==> config.mk <==
export PLATFORM = sky130hd
export DESIGN_NAME = pipe_reg_ctrl
export DESIGN_NICKNAME = d
export VERILOG_FILES = /design/src/rtl/pipe_pkg.sv /design/src/rtl/pipe_stage.sv /design/src/rtl/pipe_reg_ctrl.sv
export SDC_FILE = /design/constraint.sdc
export NUM_CORES = 1
export LEC_CHECK = 0
export CORE_UTILIZATION = 29
export CTS_CLUSTER_DIAMETER = 50
export DETAILED_ROUTE_END_ITERATION = 7
export SLEW_MARGIN = 20
export SYNTH_ARGS = -nofsm -noshare
export SYNTH_HDL_FRONTEND = slang
export SYNTH_SLANG_ARGS = --single-unit
==> constraint.sdc <==
create_clock -name clk_i -period 3.6 [get_ports clk_i]
set_clock_uncertainty 0.2 [all_clocks]
set_input_delay 0.72 -clock clk_i [delete_from_list [all_inputs] [get_ports clk_i]]
set_output_delay 0.72 -clock clk_i [all_outputs]
set_load 0.02 [all_outputs]
==> src/rtl/pipe_pkg.sv <==
// Shared definitions for the pipeline register controller: parameter defaults,
// the legal DEPTH range, the stage record and the per-stage operation encoding.
package pipe_pkg;

    localparam int DATA_W_DEF = 32;
    localparam int CTRL_W_DEF = 8;
    localparam int DEPTH_DEF  = 1;
    localparam int CNT_W_DEF  = 16;

    localparam int DEPTH_MIN  = 1;
    localparam int DEPTH_MAX  = 4;

    // One stage record at the default widths.
    typedef struct packed {
        logic                  valid;
        logic [CTRL_W_DEF-1:0] ctrl;
        logic [DATA_W_DEF-1:0] data;
    } stage_t;

    typedef enum logic [1:0] {
        STAGE_HOLD  = 2'd0,
        STAGE_CLEAR = 2'd1,
        STAGE_LOAD  = 2'd2
    } stage_op_e;

endpackage

==> src/rtl/pipe_stage.sv <==
// One pipeline register stage: holds, clears (valid/ctrl to 0, data loaded),
// or loads a new entry, keeping ctrl at 0 whenever valid is 0.
module pipe_stage
    import pipe_pkg::*;
#(
    parameter int DATA_W = DATA_W_DEF,
    parameter int CTRL_W = CTRL_W_DEF
) (
    input  logic              clk_i,
    input  logic              rst_ni,
    input  stage_op_e         op_i,
    input  logic              valid_i,
    input  logic [CTRL_W-1:0] ctrl_i,
    input  logic [DATA_W-1:0] data_i,
    output logic              valid_o,
    output logic [CTRL_W-1:0] ctrl_o,
    output logic [DATA_W-1:0] data_o
);

    logic              valid_q, valid_d;
    logic [CTRL_W-1:0] ctrl_q,  ctrl_d;
    logic [DATA_W-1:0] data_q,  data_d;

    always_comb begin
        // NOTE: every output of this block is given a default first, so no path leaves a latch.
        valid_d = valid_q;
        ctrl_d  = ctrl_q;
        data_d  = data_q;
        case (op_i)
            STAGE_LOAD: begin
                valid_d = valid_i;
                ctrl_d  = valid_i ? ctrl_i : '0;
                data_d  = data_i;
            end
            STAGE_CLEAR: begin
                valid_d = 1'b0;
                ctrl_d  = '0;
                data_d  = data_i;
            end
            default: ;
        endcase
    end

    always_ff @(posedge clk_i or negedge rst_ni) begin
        // NOTE: the payload is reset along with valid/ctrl so that outputs read as all-zero during reset.
        if (!rst_ni) begin
            valid_q <= 1'b0;
            ctrl_q  <= '0;
            data_q  <= '0;
        end else begin
            // NOTE: sequential state uses non-blocking assignments so all stages sample pre-edge values.
            valid_q <= valid_d;
            ctrl_q  <= ctrl_d;
            data_q  <= data_d;
        end
    end

    assign valid_o = valid_q;
    assign ctrl_o  = ctrl_q;
    assign data_o  = data_q;

endmodule

==> src/rtl/pipe_reg_ctrl.sv <==
// Pipeline register chain with stall, flush (deferred across stalls) and bubble
// control, plus saturating stall and flush event counters.
module pipe_reg_ctrl
    import pipe_pkg::*;
#(
    parameter int DATA_W = DATA_W_DEF,
    parameter int CTRL_W = CTRL_W_DEF,
    parameter int DEPTH  = DEPTH_DEF,
    parameter int CNT_W  = CNT_W_DEF
) (
    input  logic              clk_i,
    input  logic              start_i,
    input  logic              stall_i,
    input  logic              flush_i,
    input  logic              bubble_i,
    input  logic              clr_cnt_i,
    input  logic              valid_i,
    input  logic [CTRL_W-1:0] ctrl_i,
    input  logic [DATA_W-1:0] data_i,
    output logic              valid_o,
    output logic [CTRL_W-1:0] ctrl_o,
    output logic [DATA_W-1:0] data_o,
    output logic [CNT_W-1:0]  stall_cnt_o,
    output logic [CNT_W-1:0]  flush_cnt_o
);

    if (DEPTH < DEPTH_MIN || DEPTH > DEPTH_MAX) begin : g_bad_depth
        $error("pipe_reg_ctrl: DEPTH=%0d outside %0d..%0d", DEPTH, DEPTH_MIN, DEPTH_MAX);
    end

    localparam logic [CNT_W-1:0] CNT_MAX = '1;

    logic              st_valid [DEPTH];
    logic [CTRL_W-1:0] st_ctrl  [DEPTH];
    logic [DATA_W-1:0] st_data  [DEPTH];

    logic              flush_pend_q, flush_pend_d;
    logic [CNT_W-1:0]  stall_cnt_q,  stall_cnt_d;
    logic [CNT_W-1:0]  flush_cnt_q,  flush_cnt_d;
    logic              flush_apply;
    stage_op_e         op_head, op_body;

    assign flush_apply = !stall_i && (flush_i || flush_pend_q);

    always_comb begin
        op_head = STAGE_LOAD;
        op_body = STAGE_LOAD;
        if (stall_i) begin
            op_head = STAGE_HOLD;
            op_body = STAGE_HOLD;
        end else if (flush_apply) begin
            op_head = STAGE_CLEAR;
            op_body = STAGE_CLEAR;
        end else if (bubble_i) begin
            op_head = STAGE_CLEAR;
        end
    end

    for (genvar k = 0; k < DEPTH; k++) begin : g_stage
        if (k == 0) begin : g_head
            pipe_stage #(.DATA_W(DATA_W), .CTRL_W(CTRL_W)) u_stage (
                .clk_i   (clk_i),
                .rst_ni  (start_i),
                .op_i    (op_head),
                .valid_i (valid_i),
                .ctrl_i  (ctrl_i),
                .data_i  (data_i),
                .valid_o (st_valid[k]),
                .ctrl_o  (st_ctrl[k]),
                .data_o  (st_data[k])
            );
        end else begin : g_body
            pipe_stage #(.DATA_W(DATA_W), .CTRL_W(CTRL_W)) u_stage (
                .clk_i   (clk_i),
                .rst_ni  (start_i),
                .op_i    (op_body),
                .valid_i (st_valid[k-1]),
                .ctrl_i  (st_ctrl[k-1]),
                .data_i  (st_data[k-1]),
                .valid_o (st_valid[k]),
                .ctrl_o  (st_ctrl[k]),
                .data_o  (st_data[k])
            );
        end
    end

    // A flush seen while stalled is remembered and applied (and counted) once on release.
    always_comb begin
        flush_pend_d = stall_i ? (flush_pend_q || flush_i) : 1'b0;
        stall_cnt_d  = stall_cnt_q;
        flush_cnt_d  = flush_cnt_q;
        if (stall_i && stall_cnt_q != CNT_MAX) begin
            stall_cnt_d = stall_cnt_q + CNT_W'(1);
        end
        if (flush_apply && flush_cnt_q != CNT_MAX) begin
            flush_cnt_d = flush_cnt_q + CNT_W'(1);
        end
        if (clr_cnt_i) begin
            stall_cnt_d = '0;
            flush_cnt_d = '0;
        end
    end

    always_ff @(posedge clk_i or negedge start_i) begin
        if (!start_i) begin
            flush_pend_q <= 1'b0;
            stall_cnt_q  <= '0;
            flush_cnt_q  <= '0;
        end else begin
            flush_pend_q <= flush_pend_d;
            stall_cnt_q  <= stall_cnt_d;
            flush_cnt_q  <= flush_cnt_d;
        end
    end

    assign valid_o     = st_valid[DEPTH-1];
    assign ctrl_o      = st_ctrl[DEPTH-1];
    assign data_o      = st_data[DEPTH-1];
    assign stall_cnt_o = stall_cnt_q;
    assign flush_cnt_o = flush_cnt_q;

endmodule
==> results of run 1 <==
through the flow:
stage,instance area [sq um],power (mW),hold slack (ns),cells
floorplan,3431,1.226,0.2244,294
global placement,4802,1.512,0.2833,550
detailed placement,4802,1.519,0.2942,550
CTS,5104,2.466,0.3070,565
global route,5104,2.534,0.3259,565
finish,5104,2.426,0.3023,565
cell families after synthesis:
| group | after synthesis |
|---|---|
| buffers and inverters | 15 |
| multiplexers | 46 |
| AND/OR/NAND/NOR | 100 |
| adder cells (fa/ha/maj) | 3 |
| AO/OA/AOI/OAI | 56 |
| flip-flops | 74 |
power by group through the flow:
stage,combinational [mW],clock [mW],sequential [mW]
2_1_floorplan,0.133,0,1.09
3_3_place_gp,0.526,0,0.985
3_5_place_dp,0.531,0,0.988
4_1_cts,0.532,0.957,0.977
5_1_grt,0.557,0.991,0.987
6_report,0.523,0.927,0.976
how the worst min path moves through the flow:
stage / endpoint / slack, ns / cells past startpoint
after global placement: g_stage[0].g_head.u_stage.valid_o / 0.28 / 1
final: g_stage[0].g_head.u_stage.data_o[27] / 0.30 / 1
after CTS: g_stage[0].g_head.u_stage.data_o[27] / 0.31 / 1
after detailed placement: g_stage[0].g_head.u_stage.data_o[14] / 0.29 / 1
after floorplan: flush_cnt_o[0] / 0.22 / 0
after global routing: g_stage[0].g_head.u_stage.data_o[27] / 0.33 / 1
area by class of cell:
class	instances	share of cell area
Sequential cell	74	0.3628
Multi-Input combinational cell	205	0.2966
Timing Repair Buffer	125	0.2442
Clock buffer	12	0.04633
Tap cell	143	0.03506
Clock inverter	3	0.01275
Inverter	3	0.002206
worst reg2reg max path, delay by kind of cell (launching register included):
family,cells,cell delay [ns]
simple gates,3,1.40
flops,1,0.48
compound gates,1,0.16
per-layer routing:
metal / global-route usage / vias up
met5: 0 / -
met4: 0.05333 / 0
met3: 0.05905 / 6
met2: 0.2066 / 101
met1: 0.1933 / 1382
li1: - / 1348
flip-flops by register name, summed over array words and instances, names as in the netlist:
name,flops
g_stage.g_head.u_stage.valid_o,1
g_stage.g_head.u_stage.ctrl_o,8
g_stage.g_head.u_stage.data_o,32
flush_pend_q,1
stall_cnt_o,16
flush_cnt_o,16
cell usage after synthesis (all sizes together) (3+ instances only):
cell | count | area share
and3 | 6 | 0.011
dfrtp | 74 | 0.54
nor4 | 4 | 0.013
o21ai | 3 | 0.0044
mux2 | 44 | 0.14
or3 | 4 | 0.0073
nand4 | 6 | 0.013
ha | 3 | 0.011
clkbuf | 10 | 0.011
o31ai | 6 | 0.013
or4 | 6 | 0.013
nand3 | 11 | 0.016
nor2 | 19 | 0.021
inv | 3 | 0.0033
a21boi | 3 | 0.0066
nor3 | 6 | 0.0088
and4 | 3 | 0.0077
nor2b | 13 | 0.024
nand2 | 16 | 0.018
a21oi | 21 | 0.031
a22o | 8 | 0.020
==> impl_results.md, run 1 <==
- Max clock buf depth: 2
- GP Congestion: 0.7549
- Top-level I/O count: 120
- Netlist cell types: 44
- Outcome: finished clean
- WL/cell: 15.07 microns
- Max Fclk: 0.3574 GHz
- Worst VDD drop: 0.0003775 V
- Synth Area in XOR/XNOR: 0
- Cells along the critical path: clkdlybuf4s50_1 > buf_4 > o21bai_1 > or4b_1 > or4_1 > a21oi_1
- DIE HEIGHT: 110.8 microns
- H-tree levels: 3
- RSZ-0062 raised after global routing: no
- Reg2reg start: flush_cnt_o[4]
- Clk root buf: clkbuf_16
- DIE AREA: 12270 sq um
- Final core utilization: 0.4451
- Number of synthesized flops with an enable pin: 0
- Resized Gates After CTS: 0
- Worst slack, placed: 0.4717 ns
- DRT antenna net count: 0
- Initial Utilization: 0.2992
- Final wirelength: 8512 microns
- Vias in the first global route: 2761
- PortBufs: 119
- Top_reg_cell synth: dfrtp_1
- Largest net degree at the start of global routing: 75
- Max Fanout on Critical Path: 9
- Adder-cell share of the synthesized area: 0.01094
- Largest family of logic cells by synthesized area: simple AND/OR/NAND/NOR gates
- Sequential Area: 1852 sq um
- Critical path origin: stall_i
- Post-synthesis cell area: 3431 sq um
- Switching Fraction: 0.2536
- Area of the core: 11470 sq um
- Worst hold start: g_stage[0].g_head.u_stage.data_o[27]
- Reg-to-reg endpoint: flush_cnt_o[11]
- Setup Viol. Count Final: 0
- Crit share post-route: 0.7773
- Instance count on the critical path: 6
- Sw Pwr: 0.6151 mW
- Cts hold-fix bufs: 0
- Top delay family on crit path: simple AND/OR/NAND/NOR gates
- PD cells: 475.2 nW/um^2
- Worst Path Required: 3.65 ns
- Max layer used: met4
- Multiplexer share of the synthesized area: 0.1503
- # diodes: 0
- Combinational Power Share: 0.216
- Share of layout cells above drive strength 1: 0.1588
- Vias post-DR: 2837
- Async SR Flop Fraction: 1.000
- Final Slew Violations: 0
- CP Capture Type: flip-flop
- CTS tree: yes
- Crit path max-delay cell type: or4b_1
- First-pass GRT wire length: 14170 microns
- Setup TNS: 0 ns
- Arr. time, crit path: 2.85 ns
- CTS buffer count: 9
- NumNets Final: 468
- Area growth from synthesis to final layout: 48.76%
- Critical path endpoint: flush_cnt_o[11]
- Crit path kind: input pin to flip-flop
- Startpoint Class: input pin
- Compound-Gate Fraction of Synth Area: 0.1112
- Flop-to-flop setup slack: 1.28 ns
- Syn Nets: 344
- Final min period: 2.798 ns
- Hold Crit Class: flip-flop to flip-flop
- Multi-input logic area: 1514 sq um
- Rows: 39
- Seq/Total Area, Yosys: 0.5398
- Synthesized area per cell: 11.67 sq um
- M1 wire length: 3885 microns
- Critical path buffers and inverters: 2
- Max transition margin: 0.3761
- 1st-iter DRT viols: 108
- Int Power: 1.810 mW
- Synthesized instance count: 294
- Max-Cap Viols: 0
- TritonCTS Sinks: 74
- Detailed Routing Iterations Pass 1: 4
- Most frequent cells in the layout: clkdlybuf4s50_1 (118), dfrtp_1 (74), mux2_2 (44), a21oi_1 (21), nor2_1 (19)
- Post-synthesis register bit count: 74
- Reg clk slew, reported paths: 0.06 ns
- Die Wd: 110.8 microns
- Overflow after GRT: 0
- Post-CTS Setup Bufs: 0
- Met2 routed WL: 3843 microns
- Depth of the worst register-to-register path: 4
- Leakage: 2.075 nW
- Fillers: 1046
- YS warnings: 0
- Clock latency on the worst-skew pair: 0.33 ns
- Sequential power share: 0.402
- Crit path largest cell delay: 0.67 ns
- DRC viols: 0
- GRT Util Overall: 0.1440
- Commonest non-fill, non-tap cell in the layout: clkdlybuf4s50_1
- DP HPWL: 6178 microns
- Endpoints failing hold: 0
- Simple-gate share of the synthesized area: 0.1689
- Slew @ Worst Pin: 0.9358 ns
- Vias per inst: 5.021
- Setup ws final: 0.8016 ns
- Met3 WL: 718 microns
- Initial antenna violation count: 0
- Clk pwr share: 0.382
No activity file was read; power rests on OpenSTA's default activity.
==> inputs of run 2 (changes only) <==
==> constraint.sdc (replaced) <==
create_clock -name clk_i -period 2.3 [get_ports clk_i]
set_clock_uncertainty 0.2 [all_clocks]
set_input_delay 0.46 -clock clk_i [delete_from_list [all_inputs] [get_ports clk_i]]
set_output_delay 0.46 -clock clk_i [all_outputs]
set_load 0.02 [all_outputs]
==> run 2 against run 1 <==
Worst hold slack lost 0.027 ns. Final cell count grew 4.8%. Final area rose by 6.3%. Register-to-register slack got worse by 1.2 ns. Routed wire length is 9.6% higher. Worst setup slack worse by 0.75 ns. Sequential cell count stayed put. Total power grew 59%. Critical endpoint is now g_stage[0].g_head.u_stage.data_o[21]. Sequential power up 56%. Global-route usage grew 1.5 points. Count of clock-buffer cells in the layout increased by 2.
==> impl_results.md, run 2 (synthesized netlist as in run 1, its figures left out) <==
- Dpl cells: 573 (+4.2%)
- Fillers: 1040 (-0.57%)
- GP Congestion: 0.7444 (-1.4%)
- Largest net degree at the start of global routing: 75 (unchanged)
- Final core utilization: 0.4729 (+0.02782)
- Pwr Total: 3.864 mW (+59%)
- Detailed Routing Iterations Pass 1: 4 (unchanged)
- Die Wd: 110.8 microns (unchanged)
- Setup Viol. Count Final: 0 (unchanged)
- Area growth from synthesis to final layout: 58.06%
- Commonest non-fill, non-tap cell in the layout: clkdlybuf4s50_1
- PD cells: 712.5 nW/um^2 (+50%)
- Overflow after GRT: 0 (unchanged)
- Most frequent cells in the layout: clkdlybuf4s50_1 (116), dfrtp_1 (74), mux2_2 (35), buf_4 (27), a21oi_1 (21)
- WL/cell: 15.76 microns (+4.6%)
- Clock latency on the worst-skew pair: 0.34 ns (about the same)
- Max Fanout on Critical Path: 12 (+3)
- Initial antenna violation count: 0 (unchanged)
- Vias in the first global route: 2984 (+8.1%)
- Setup TNS: 0 ns (unchanged)
- Max-Cap Viols: 0 (unchanged)
- # diodes: 0 (unchanged)
- Worst VDD drop: 0.0006240 V (+65%)
- Vias post-DR: 2971 (+4.7%)
- Worst Path Required: 2.32 ns (-1.33 ns)
- DRT antenna net count: 0 (unchanged)
- Depth of the worst register-to-register path: 5 (+1)
- Clk root buf: clkbuf_16
- Rows: 39 (unchanged)
- RSZ-0062 raised after global routing: no
- Max Fclk: 0.4440 GHz
- Hold Crit Class: flip-flop to flip-flop
- Cells along the critical path: clkdlybuf4s50_1 > or3_1 > ha_4 > bufbuf_16 > mux2_2
- DIE AREA: 12270 sq um (unchanged)
- Final Slew Violations: 0 (unchanged)
- Finished Layout Cells: 592 (+4.8%)
- Initial Utilization: 0.2992 (unchanged)
- GRT Util Overall: 0.1586 (+0.01465)
- Outcome: finished clean
- Crit share post-route: 0.9792
- Share of layout cells above drive strength 1: 0.2116 (+0.05281)
- Crit path kind: input pin to flip-flop
- PortBufs: 119 (unchanged)
- Crit path largest cell delay: 0.43 ns (-0.24 ns)
- 1st-iter DRT viols: 185 (+71%)
- Leakage: 2.282 nW (+9.9%)
- Top-level I/O count: 120 (unchanged)
- First-pass GRT wire length: 15300 microns (+8.0%)
- Slew @ Worst Pin: 0.5360 ns (-0.3998 ns)
- CP Capture Type: flip-flop
- NumNets Final: 494 (+5.6%)
- CTS buffer count: 9 (unchanged)
- Arr. time, crit path: 2.28 ns (-0.57 ns)
- Final min period: 2.252 ns
- Startpoint Class: input pin
- Area of the core: 11470 sq um (unchanged)
- Max FFs per register: 32 (unchanged)
- CTS tree: yes
- TritonCTS Sinks: 74 (unchanged)
- Reg clk slew, reported paths: 0.06 ns (about the same)
- Endpoints failing hold: 0 (unchanged)
- Max clock buf depth: 2 (unchanged)
- DP HPWL: 6351 microns (+2.8%)
- Crit path max-delay cell type: clkdlybuf4s50_1
- DRC viols: 0 (unchanged)
- Final wirelength: 9329 microns (+9.6%)
- H-tree levels: 3 (unchanged)
- Max transition margin: 0.6399 (+0.2638)
- Hold path cells: 1 (unchanged)
- Vias per inst: 5.019 (about the same)
- DIE HEIGHT: 110.8 microns (unchanged)
==> run 2: worst max-delay path, delay by kind of cell <==
| kind | cells | cell delay (ns) |
|---|---|---|
| buffers and inverters | 2 | 0.72 |
| and+or+nand+nor | 1 | 0.43 |
| adders and majority gates | 1 | 0.33 |
| muxes | 1 | 0.33 |
==> run 2: area by class of cell <==
| type | instances | area (sq um) | share of cell area |
|---|---|---|---|
| clock buffer | 14 | 264.0 | 0.04868 |
| inverter | 3 | 11.26 | 0.002077 |
| multi-input combinational | 205 | 1578 | 0.2910 |
| tap | 143 | 178.9 | 0.03300 |
| clock inverter | 2 | 35.03 | 0.006461 |
| sequential | 74 | 1852 | 0.3415 |
| timing repair buffer | 151 | 1504 | 0.2773 |
==> run 2: layer usage <==
metal	vias to the layer above	share of wire	routed length [microns]	track usage
met5	-	0	0	0
met4	0	0.020	191	0.07733
met3	12	0.069	640	0.04210
met2	112	0.43	3984	0.2377
met1	1443	0.48	4513	0.2117
li1	1404	-	-	-
==> run 2: where the power goes <==
group / total, mW / switching [mW] / internal (mW)
sequential: 1.52 / 0.0790 / 1.44
combinational: 0.903 / 0.392 / 0.512
clock: 1.44 / 0.539 / 0.899
total: 3.86 / 1.01 / 2.85
==> run 2: path summary, 6_finish.rpt <==
| kind | startpoint | end | slack [ns] |
|---|---|---|---|
| worst min-delay path | g_stage[0].g_head.u_stage.valid_o | g_stage[0].g_head.u_stage.valid_o | 0.28 |
| min in group asynchronous | start_i | g_stage[0].g_head.u_stage.data_o[0] | 0.44 |
| max in group asynchronous | start_i | g_stage[0].g_head.u_stage.data_o[19] | 1.06 |
| worst max register to register | flush_pend_q | g_stage[0].g_head.u_stage.data_o[21] | 0.08 |
| worst min register to register | g_stage[0].g_head.u_stage.valid_o | g_stage[0].g_head.u_stage.valid_o | 0.28 |
| worst max-delay path | bubble_i | g_stage[0].g_head.u_stage.data_o[21] | 0.05 |
==> run 2: per-stage QoR <==
| step | worst slack [ns] | hold WS, ns | area [sq um] |
|---|---|---|---|
| 6_report | 0.04788 | 0.2757 | 5423 |
| 5_1_grt | 0.01318 | 0.3003 | 5423 |
| 4_1_cts | 0.04689 | 0.2806 | 5423 |
| 3_5_place_dp | -0.5273 | 0.2678 | 5066 |
| 3_3_place_gp | -0.4833 | 0.2645 | 5066 |
| 2_1_floorplan | -0.06752 | -0.03559 | 3557 |
==> run 2: timing repair <==
item,in CTS,in global routing
gates resized for setup,3,0
hold buffers,1,0
hold endpoints to repair,74,0
buffers inserted,1,0
setup endpoints to repair,42,0
==> inputs of run 3 (changes only) <==
--- a/config.mk
+++ b/config.mk
@@ -6,9 +6,11 @@
 export NUM_CORES = 1
 export LEC_CHECK = 0
 export CORE_UTILIZATION = 29
-export CTS_CLUSTER_DIAMETER = 50
+export CTS_CLUSTER_DIAMETER = 60
 export DETAILED_ROUTE_END_ITERATION = 7
+export DONT_BUFFER_PORTS = 1
 export SLEW_MARGIN = 20
 export SYNTH_ARGS = -nofsm -noshare
 export SYNTH_HDL_FRONTEND = slang
 export SYNTH_SLANG_ARGS = --single-unit
+export TNS_END_PERCENT = 20
==> run 3 against run 2 <==
Clock power rose by 5%. Final area fell by 22%. Final cell count fell by 19%. Global-route usage fell by 2.1 points. Combinational power fell by 68%. The flow now finishes with violations (negative hold slack).
==> impl_results.md, run 3 (synthesized netlist as in run 1, its figures left out) <==
- Outcome: complete, but fails checks
- Violated checks: negative hold slack
- PortBufs: 0 (-100%)
- Arr. time, crit path: 2.21 ns (-0.07 ns)
- Instance count on the critical path: 5 (unchanged)
- Reg-to-reg endpoint: g_stage[0].g_head.u_stage.data_o[3]
- WL/cell: 17.09 microns (+8.4%)
- Max clock buf depth: 2 (unchanged)
- Reg clk slew, reported paths: 0.05 ns (about the same)
- Critical path buffers and inverters: 1 (-1)
- Pwr Total: 3.511 mW (-9.1%)
- RSZ-0062 raised after global routing: no
- Area of the core: 11470 sq um (unchanged)
- Rows: 39 (unchanged)
- Vias in the first global route: 2575 (-14%)
- Final Slew Violations: 0 (unchanged)
- # diodes: 0 (unchanged)
- Area growth from synthesis to final layout: 23.30%
- Crit path largest cell delay: 0.41 ns (-0.02 ns)
- Setup TNS: 0 ns (unchanged)
- DRT antenna net count: 0 (unchanged)
- TritonCTS Sinks: 74 (unchanged)
- PD cells: 829.9 nW/um^2 (+16%)
- Depth of the worst register-to-register path: 5 (unchanged)
- Max-Cap Viols: 0 (unchanged)
- Share of layout cells above drive strength 1: 0.3006 (+0.08901)
- Crit path max-delay cell type: dfrtp_1
- Finished Layout Cells: 479 (-19%)
- NumNets Final: 382 (-23%)
- Detailed Routing Iterations Pass 1: 4 (unchanged)
- GRT Util Overall: 0.1377 (-0.02098)
- GP Congestion: 0.7857 (+5.5%)
- Cells along the critical path: o21ba_4 > or3_1 > ha_2 > buf_12 > mux2_2
- Slew @ Worst Pin: 0.7250 ns (+0.1890 ns)
- Endpoints failing hold: 74 (+74)
- Initial Utilization: 0.2992 (unchanged)
- Largest net degree at the start of global routing: 75 (unchanged)
- Final wirelength: 8184 microns (-12%)
- Crit path kind: flip-flop to flip-flop
- Max Fanout on Critical Path: 31 (+19)
- Max transition margin: 0.5151 (-0.1248)
- DRC viols: 0 (unchanged)
- Worst slack, placed: 0.01298 ns (+0.5403 ns)
- Setup ws final: 0.1071 ns (+0.05927 ns)
- Flop-to-flop setup slack: 0.11 ns (+0.03 ns)
- Initial antenna violation count: 0 (unchanged)
- Worst VDD drop: 0.0005493 V (-12%)
- Most frequent cells in the layout: dfrtp_1 (74), mux2_2 (37), buf_4 (37), a21oi_1 (21), nor2_1 (19)
- Clk root buf: clkbuf_16
- Hold WS: -0.3808 ns (-0.6565 ns)
- Commonest non-fill, non-tap cell in the layout: dfrtp_1
- Worst Path Required: 2.32 ns (about the same)
- 1st-iter DRT viols: 97 (-48%)
- Cts hold-fix bufs: 1 (unchanged)
- Vias per inst: 5.317 (+6.0%)
- CTS buffer count: 9 (unchanged)
- Reg2reg start: flush_pend_q
- CP Capture Type: flip-flop
- Hold Crit Class: input pin to asynchronous set/reset pin
- Die Wd: 110.8 microns (unchanged)
- DP HPWL: 5829 microns (-8.2%)
- Top delay family on crit path: flip-flops
- First-pass GRT wire length: 13120 microns (-14%)
- Dpl cells: 461 (-20%)
- Leakage: 1.850 nW (-19%)
- Top-level I/O count: 120 (unchanged)
- Overflow after GRT: 0 (unchanged)
- DIE AREA: 12270 sq um (unchanged)
- DIE HEIGHT: 110.8 microns (unchanged)
- Crit share post-route: 0.9534 (-0.02577)
- Max FFs per register: 32 (unchanged)
- H-tree levels: 3 (unchanged)
- Vias post-DR: 2547 (-14%)
- CTS tree: yes
- Setup Viol. Count Final: 0 (unchanged)
- Clock latency on the worst-skew pair: 0.34 ns (about the same)
- Resized Gates After CTS: 0 (-3)
- Startpoint Class: flip-flop
- Max Fclk: 0.4560 GHz (+2.7%)
- Final min period: 2.193 ns (-0.05927 ns)
[run 3: routing by layer]
layer | up-vias | routed length [microns] | global-route usage
met5 | - | 0 | 0
met4 | 0 | 189 | 0.07822
met3 | 13 | 799 | 0.05467
met2 | 114 | 3809 | 0.2190
met1 | 1245 | 3386 | 0.1568
li1 | 1175 | - | -
[run 3: metrics by stage]
stage,util,area [sq um],hold slack [ns]
finish,0.3689,4230,-0.3808
global route,0.3689,4230,-0.3998
CTS,0.3676,4215,-0.3989
detailed placement,0.3388,3885,-0.03421
global placement,0.3388,3885,-0.03412
floorplan,-,3550,-0.03559
[run 3: worst reg2reg max path: stages (launching register included)]
cell     delay [ns]
dfrtp_1        0.41
o21ba_4        0.21
or3_1          0.31
ha_2           0.36
buf_12         0.21
mux2_2         0.38
[run 3: worst max path at each step]
stage                   startpoint                                  end  slack (ns)
CTS                   flush_pend_q  g_stage[0].g_head.u_stage.ctrl_o[5]        0.07
global placement           flush_i  g_stage[0].g_head.u_stage.ctrl_o[4]        0.08
detailed placement         flush_i  g_stage[0].g_head.u_stage.ctrl_o[3]        0.01
finish                flush_pend_q  g_stage[0].g_head.u_stage.data_o[3]        0.11
floorplan                  stall_i  g_stage[0].g_head.u_stage.data_o[0]       -0.07
global route        flush_cnt_o[0]                      flush_cnt_o[10]        0.04
[run 3: power breakdown]
part           switching, mW  leakage (nW)  total (mW)  internal, mW
Combinational          0.112         0.743       0.293         0.181
Sequential             0.264         0.951        1.71          1.44
Clock                  0.507         0.156        1.51          1.00
[run 3: final cells by class]
class                   count  area (sq um)
repair buffers             39         307.8
inverters                   3         11.26
multi-input cells         205          1560
clock inverters             2         60.06
well taps                 143         178.9
fillers                  1125          7237
flip-flops and latches     74          1852
clock buffers              13         260.3
[run 3: what timing repair did]
item | CTS | global route
hold endpoints to repair | 90 | 74
buffers inserted | 0 | 2
endpoints found under the setup margin | 0 | 4
==> RTL change 1: new RTL, flow settings as in run 1 <==
`data_q` no longer has a reset.
--- a/src/rtl/pipe_stage.sv
+++ b/src/rtl/pipe_stage.sv
@@ -46,13 +46,15 @@
         if (!rst_ni) begin
             valid_q <= 1'b0;
             ctrl_q  <= '0;
-            data_q  <= '0;
         end else begin
             // NOTE: sequential state uses non-blocking assignments so all stages sample pre-edge values.
             valid_q <= valid_d;
             ctrl_q  <= ctrl_d;
-            data_q  <= data_d;
         end
+    end
+
+    always_ff @(posedge clk_i) begin
+        data_q <= data_d;
     end
 
     assign valid_o = valid_q;
Function: changed (a bounded check fails within 4 cycles, from zero or initial values; the reset may be asserted at any time).
==> RTL change 1 against run 1 <==
Wire length shrank 10%; sequential cell count unchanged; design area fell by 8.5%; hold slack worse by 150 ps; setup slack improved by 82 ps; die area fell by 7.8%; total power fell by 25%; sequential share of layout area increased by 6.8 points; register-to-register slack gained 70 ps; clock power decreased by 39%; synthesized area shrank 7.9%; cell count fell by 8.5%; combinational power decreased by 45%; critical endpoint is now g_stage[0].g_head.u_stage.data_o[18]$_DFFE_PP_; largest cell class unchanged; largest power group unchanged.
==> RTL change 1: results <==
set metrics [dict create \
    p_leak_nw 1.74 \
    cts-htree-levels 3 \
    synth_nets 303 \
    worst_pin_slew_ps 605 \
    drtPass1Iterations 4 \
    critPathLaunch "stall_i" \
    fin_cells 517 \
    drtIter0Drc 146 \
    cts.clk_slew.worst_paths_ps 90 \
    clock_path_buffers 2 \
    grt_max_degree 43 \
    cts_root_buf "clkbuf_8" \
    dp.cells 501 \
    largest_register_ffs 32 \
    track_usage_pct 13.6 \
    vias 2426 \
    syn_inst 253 \
    synth_area_leaders "dfrtp_1 (33%), edfxtp_1 (30%), xnor2_1 (4.4%)" \
    wirelength_um 7620 \
    port_buffers 119 \
    crit_arrival_ps 2550 \
    grt_pass1_wl_um 11700 \
    synth_edf_count 32 \
    ant_nets 0 \
    final_layout_size_suffix_gt1_share_pct 7.61 \
    num-fill-cells 1013 \
    peakVddDrop_mv 0.201 \
    drc 0 \
    nets 426 \
    yosysWarnings 0 \
    ys_async_sr_fraction_pct 56.8 \
    hold_class "in2async" \
    synth.distinct_cells 39 \
    insertion_delay_ps 340 \
    r2r_cells 5 \
    start_util_pct 30.2 \
    synth_common_cells "dfrtp_1 (42), nor2_1 (36), edfxtp_1 (32)" \
    status "completed" \
    r2r_start "flush_pend_q$_DFF_PN0_" \
    hpwl_um 5410 \
    ys_seq_area_share_pct 63.7 \
    place_congestion 0.730 \
    n_antenna_cell 0 \
    cts_made_buffers 9 \
    postCtsSetupBuffers 0 \
    cp_max_fo 32 \
    grt_pass1_vias 2205 \
    postCtsResizedCells 0 \
    antenna_found_initial 0 \
]
==> RTL change 1: cell types whose count changed in the layout (fill, tap and decap cells not counted), sizes merged, moves of 7 or more <==
cell,before,now
a21oi,21,5
dfrtp,74,42
edfxtp,0,32
mux2,44,1
nor2,19,37
nor2b,13,2
nor3,6,13
xnor2,0,16
xor2,0,7
==> RTL change 1: stage by stage <==
step	instance area (um2)	setup slack [ps]	utilization [%]	hold slack (ps)
floorplan	3160	485	-	224
detailed placement	4500	527	43.0	292
finish	4670	883	44.7	156
CTS	4670	890	44.6	314
global route	4670	815	44.7	198
global placement	4500	545	43.0	283
==> RTL change 1: final timing paths <==
kind                                                                    to  slack (ps)
max reg2reg                 g_stage[0].g_head.u_stage.data_o[18]$_DFFE_PP_        1350
min reg2reg                  g_stage[0].g_head.u_stage.valid_o$_DFFE_PN0P_         300
min in group clk_i           g_stage[0].g_head.u_stage.valid_o$_DFFE_PN0P_         300
max in group asynchronous  g_stage[0].g_head.u_stage.ctrl_o[6]$_DFFE_PN0P_        2660
max                         g_stage[0].g_head.u_stage.data_o[18]$_DFFE_PP_         880
min                                             flush_cnt_o[9]$_DFFE_PN0P_         160
==> RTL change 1: power breakdown <==
group | total (mW) | internal [mW] | leakage, nW | switching (mW)
Combinational | 0.287 | 0.149 | 0.773 | 0.138
Clock | 0.569 | 0.252 | 0.0870 | 0.317
Sequential | 0.962 | 0.939 | 0.883 | 0.0225
==> RTL change 1: per-layer routing <==
| metal | part of all wire (%) | GRT usage [%] |
|---|---|---|
| met1 | 48 | 19.4 |
| met2 | 41 | 18.8 |
| met3 | 9.7 | 4.60 |
| met4 | 1.3 | 5.06 |
| met5 | 0 | 0 |
==> RTL change 1: logic make-up (layout without fill, tap and decap cells) <==
family | count (synthesis) | count (layout) | share of synthesized area [%]
AOI/OAI and AO/OA | 32 | 32 | 7.96
xor gates and xnor gates | 23 | 23 | 6.38
adders and majority gates | 3 | 3 | 1.19
buffers and inverters | 12 | 140 | 1.94
DFF | 74 | 74 | 63.7
muxes | 4 | 4 | 1.31
and+or+nand+nor | 105 | 105 | 17.5
==> RTL change 1: final cells by class <==
class / count / area, um2 / area share (%)
repair buffers: 123 / 1230 / 26.4
flip-flops and latches: 74 / 2010 / 43.1
inverters: 1 / 3.75 / 0.0803
well taps: 136 / 170 / 3.64
clock inverters: 6 / 41.3 / 0.884
clock buffers: 10 / 128 / 2.73
multi-input cells: 167 / 1090 / 23.2
==> RTL change 1: worst max-delay path, cell delays in order <==
cell             delay, ps
clkdlybuf4s50_1        510
o21ba_4                210
or3_1                  320
ha_1                   430
inv_1                  150
buf_12                 210
==> RTL change 2: new RTL, config.mk and constraints of run 1 <==
Without the edit above. The package constant `DATA_W_DEF` goes from 32 to 24.
--- a/src/rtl/pipe_pkg.sv
+++ b/src/rtl/pipe_pkg.sv
@@ -2,7 +2,7 @@
 // the legal DEPTH range, the stage record and the per-stage operation encoding.
 package pipe_pkg;
 
-    localparam int DATA_W_DEF = 32;
+    localparam int DATA_W_DEF = 24;
     localparam int CTRL_W_DEF = 8;
     localparam int DEPTH_DEF  = 1;
     localparam int CNT_W_DEF  = 16;
Interface: changed (resized data_i and data_o); port bits go from 120 to 104. The function was not compared with the original's and may differ.
==> RTL change 2 against run 1 <==
Setup slack worse by 11 ps; synthesized cell count is 5.8% lower; largest cell class unchanged; highest routed layer unchanged; non-clock buffer count decreased by 18; synthesized area shrank 7.4%; wire length is 9.6% lower; sequential cell count fell by 8; total power down 19%; critical path depth stayed put; design area shrank 11%.
==> RTL change 2: results <==
set metrics [dict create \
    ys_async_sr_fraction_pct 100 \
    holdPathEnd "g_stage[0].g_head.u_stage.valid_o$_DFFE_PN0P_" \
    cpPeakStageDelay_ps 600 \
    dpl_worst_slack_ps 430 \
    final_layout_size_suffix_gt1_share_pct 17.1 \
    hold_class "reg2reg" \
    grt_use_met1_pct 18.0 \
    via_per_inst 4.91 \
    synth.distinct_cells 46 \
    ys_seq_area_share_pct 52.0 \
    peakVddDrop_mv 0.179 \
    post_drt_wl_per_cell_um 14.7 \
    use_met3_pct 2.67 \
    synthFlopType "dfrtp_1" \
    grt_pass1_wl_um 12600 \
    synth_common_cells "dfrtp_1 (66), mux2_2 (32), nor2_1 (20)" \
    r2r_start "flush_cnt_o[0]$_DFFE_PN0P_" \
    worstHoldStart "g_stage[0].g_head.u_stage.valid_o$_DFFE_PN0P_" \
    reg2reg_to "flush_cnt_o[1]$_DFFE_PN0P_" \
    grt_max_degree 67 \
    drtPass1Iterations 7 \
    grt_pass1_vias 2571 \
    p_leak_nw 1.82 \
    port_buffers 103 \
    hpwl_um 5330 \
    relSlewSlack_pct 44.0 \
    crit_slowest_cell "clkdlybuf4s50_1" \
    setup_slack_ps 790 \
    place_congestion 0.736 \
    cts.clk_slew.worst_paths_ps 70 \
    crit_arrival_ps 2880 \
    endpoint "g_stage[0].g_head.u_stage.ctrl_o[2]$_DFFE_PN0P_" \
    critPathLaunch "stall_i" \
    r2r_cells 6 \
    synth_area_leaders "dfrtp_1 (52%), mux2_2 (11%), a21oi_1 (2.7%)" \
    synth.avg_cell_area_um2 11.5 \
    track_usage_pct 14.1 \
    postCtsSetupBuffers 0 \
    rrSetupSlack_ps 1020 \
    largest_register_ffs 24 \
    drtIter0Drc 66 \
    n_antenna_cell 0 \
    nets 424 \
    grt_use_met2_pct 23.2 \
    finalSetupTns_ps 0 \
    status "completed" \
    synth_nets 319 \
    cts_root_buf "clkbuf_8" \
    cp_max_fo 9 \
]
## RTL change 2: power by group
part,internal (mW),switching [mW],total [mW]
sequential,0.813,0.0404,0.853
combinational,0.232,0.203,0.435
clock,0.362,0.305,0.667
total,1.41,0.548,1.96
## RTL change 2: logic make-up (layout without fill, tap and decap cells)
logic type               after synthesis  in the layout  share of synthesized area (%)
multiplexers                          38             38                           13.6
flip-flops                            66             66                           52.0
AND/OR/NAND/NOR                       94             94                           18.0
XOR/XNOR                               1              1                          0.276
adder cells (fa/ha/maj)                3              3                           1.18
buffers and inverters                 20            130                           2.99
AO/OA/AOI/OAI                         55             55                           11.9
## RTL change 2: routing by layer
layer | part of all wire (%) | wire length, um
met2 | 49 | 3810
met1 | 45 | 3450
met5 | 0 | 0
met3 | 3.8 | 294
met4 | 1.8 | 138
## RTL change 2: layout make-up
type / count / area (um2)
Clock buffer: 11 / 151
Timing Repair Buffer: 107 / 1070
Fill cell: 1006 / 5900
Inverter: 7 / 26.3
Sequential cell: 66 / 1650
Multi-Input combinational cell: 191 / 1430
Tap cell: 136 / 170
Clock inverter: 5 / 61.3
## RTL change 2: through the flow
stage               hold slack (ps)  utilization, %  area [um2]  power (mW)  std cells
detailed placement              274            41.5        4350        1.31        507
CTS                             291            43.6        4560        1.99        523
global route                    318            43.6        4560        2.05        523
finish                          291            43.6        4560        1.96        523
floorplan                       224               -        3180        1.07        277
global placement                281            41.5        4350        1.30        507
## RTL change 2: worst max-delay path: cells and delay by family
kind | cells | cell delay, ps
and+or+nand+nor | 1 | 520
buffers and inverters | 1 | 600
AOI/OAI and AO/OA | 3 | 660
adders and majority gates | 1 | 370
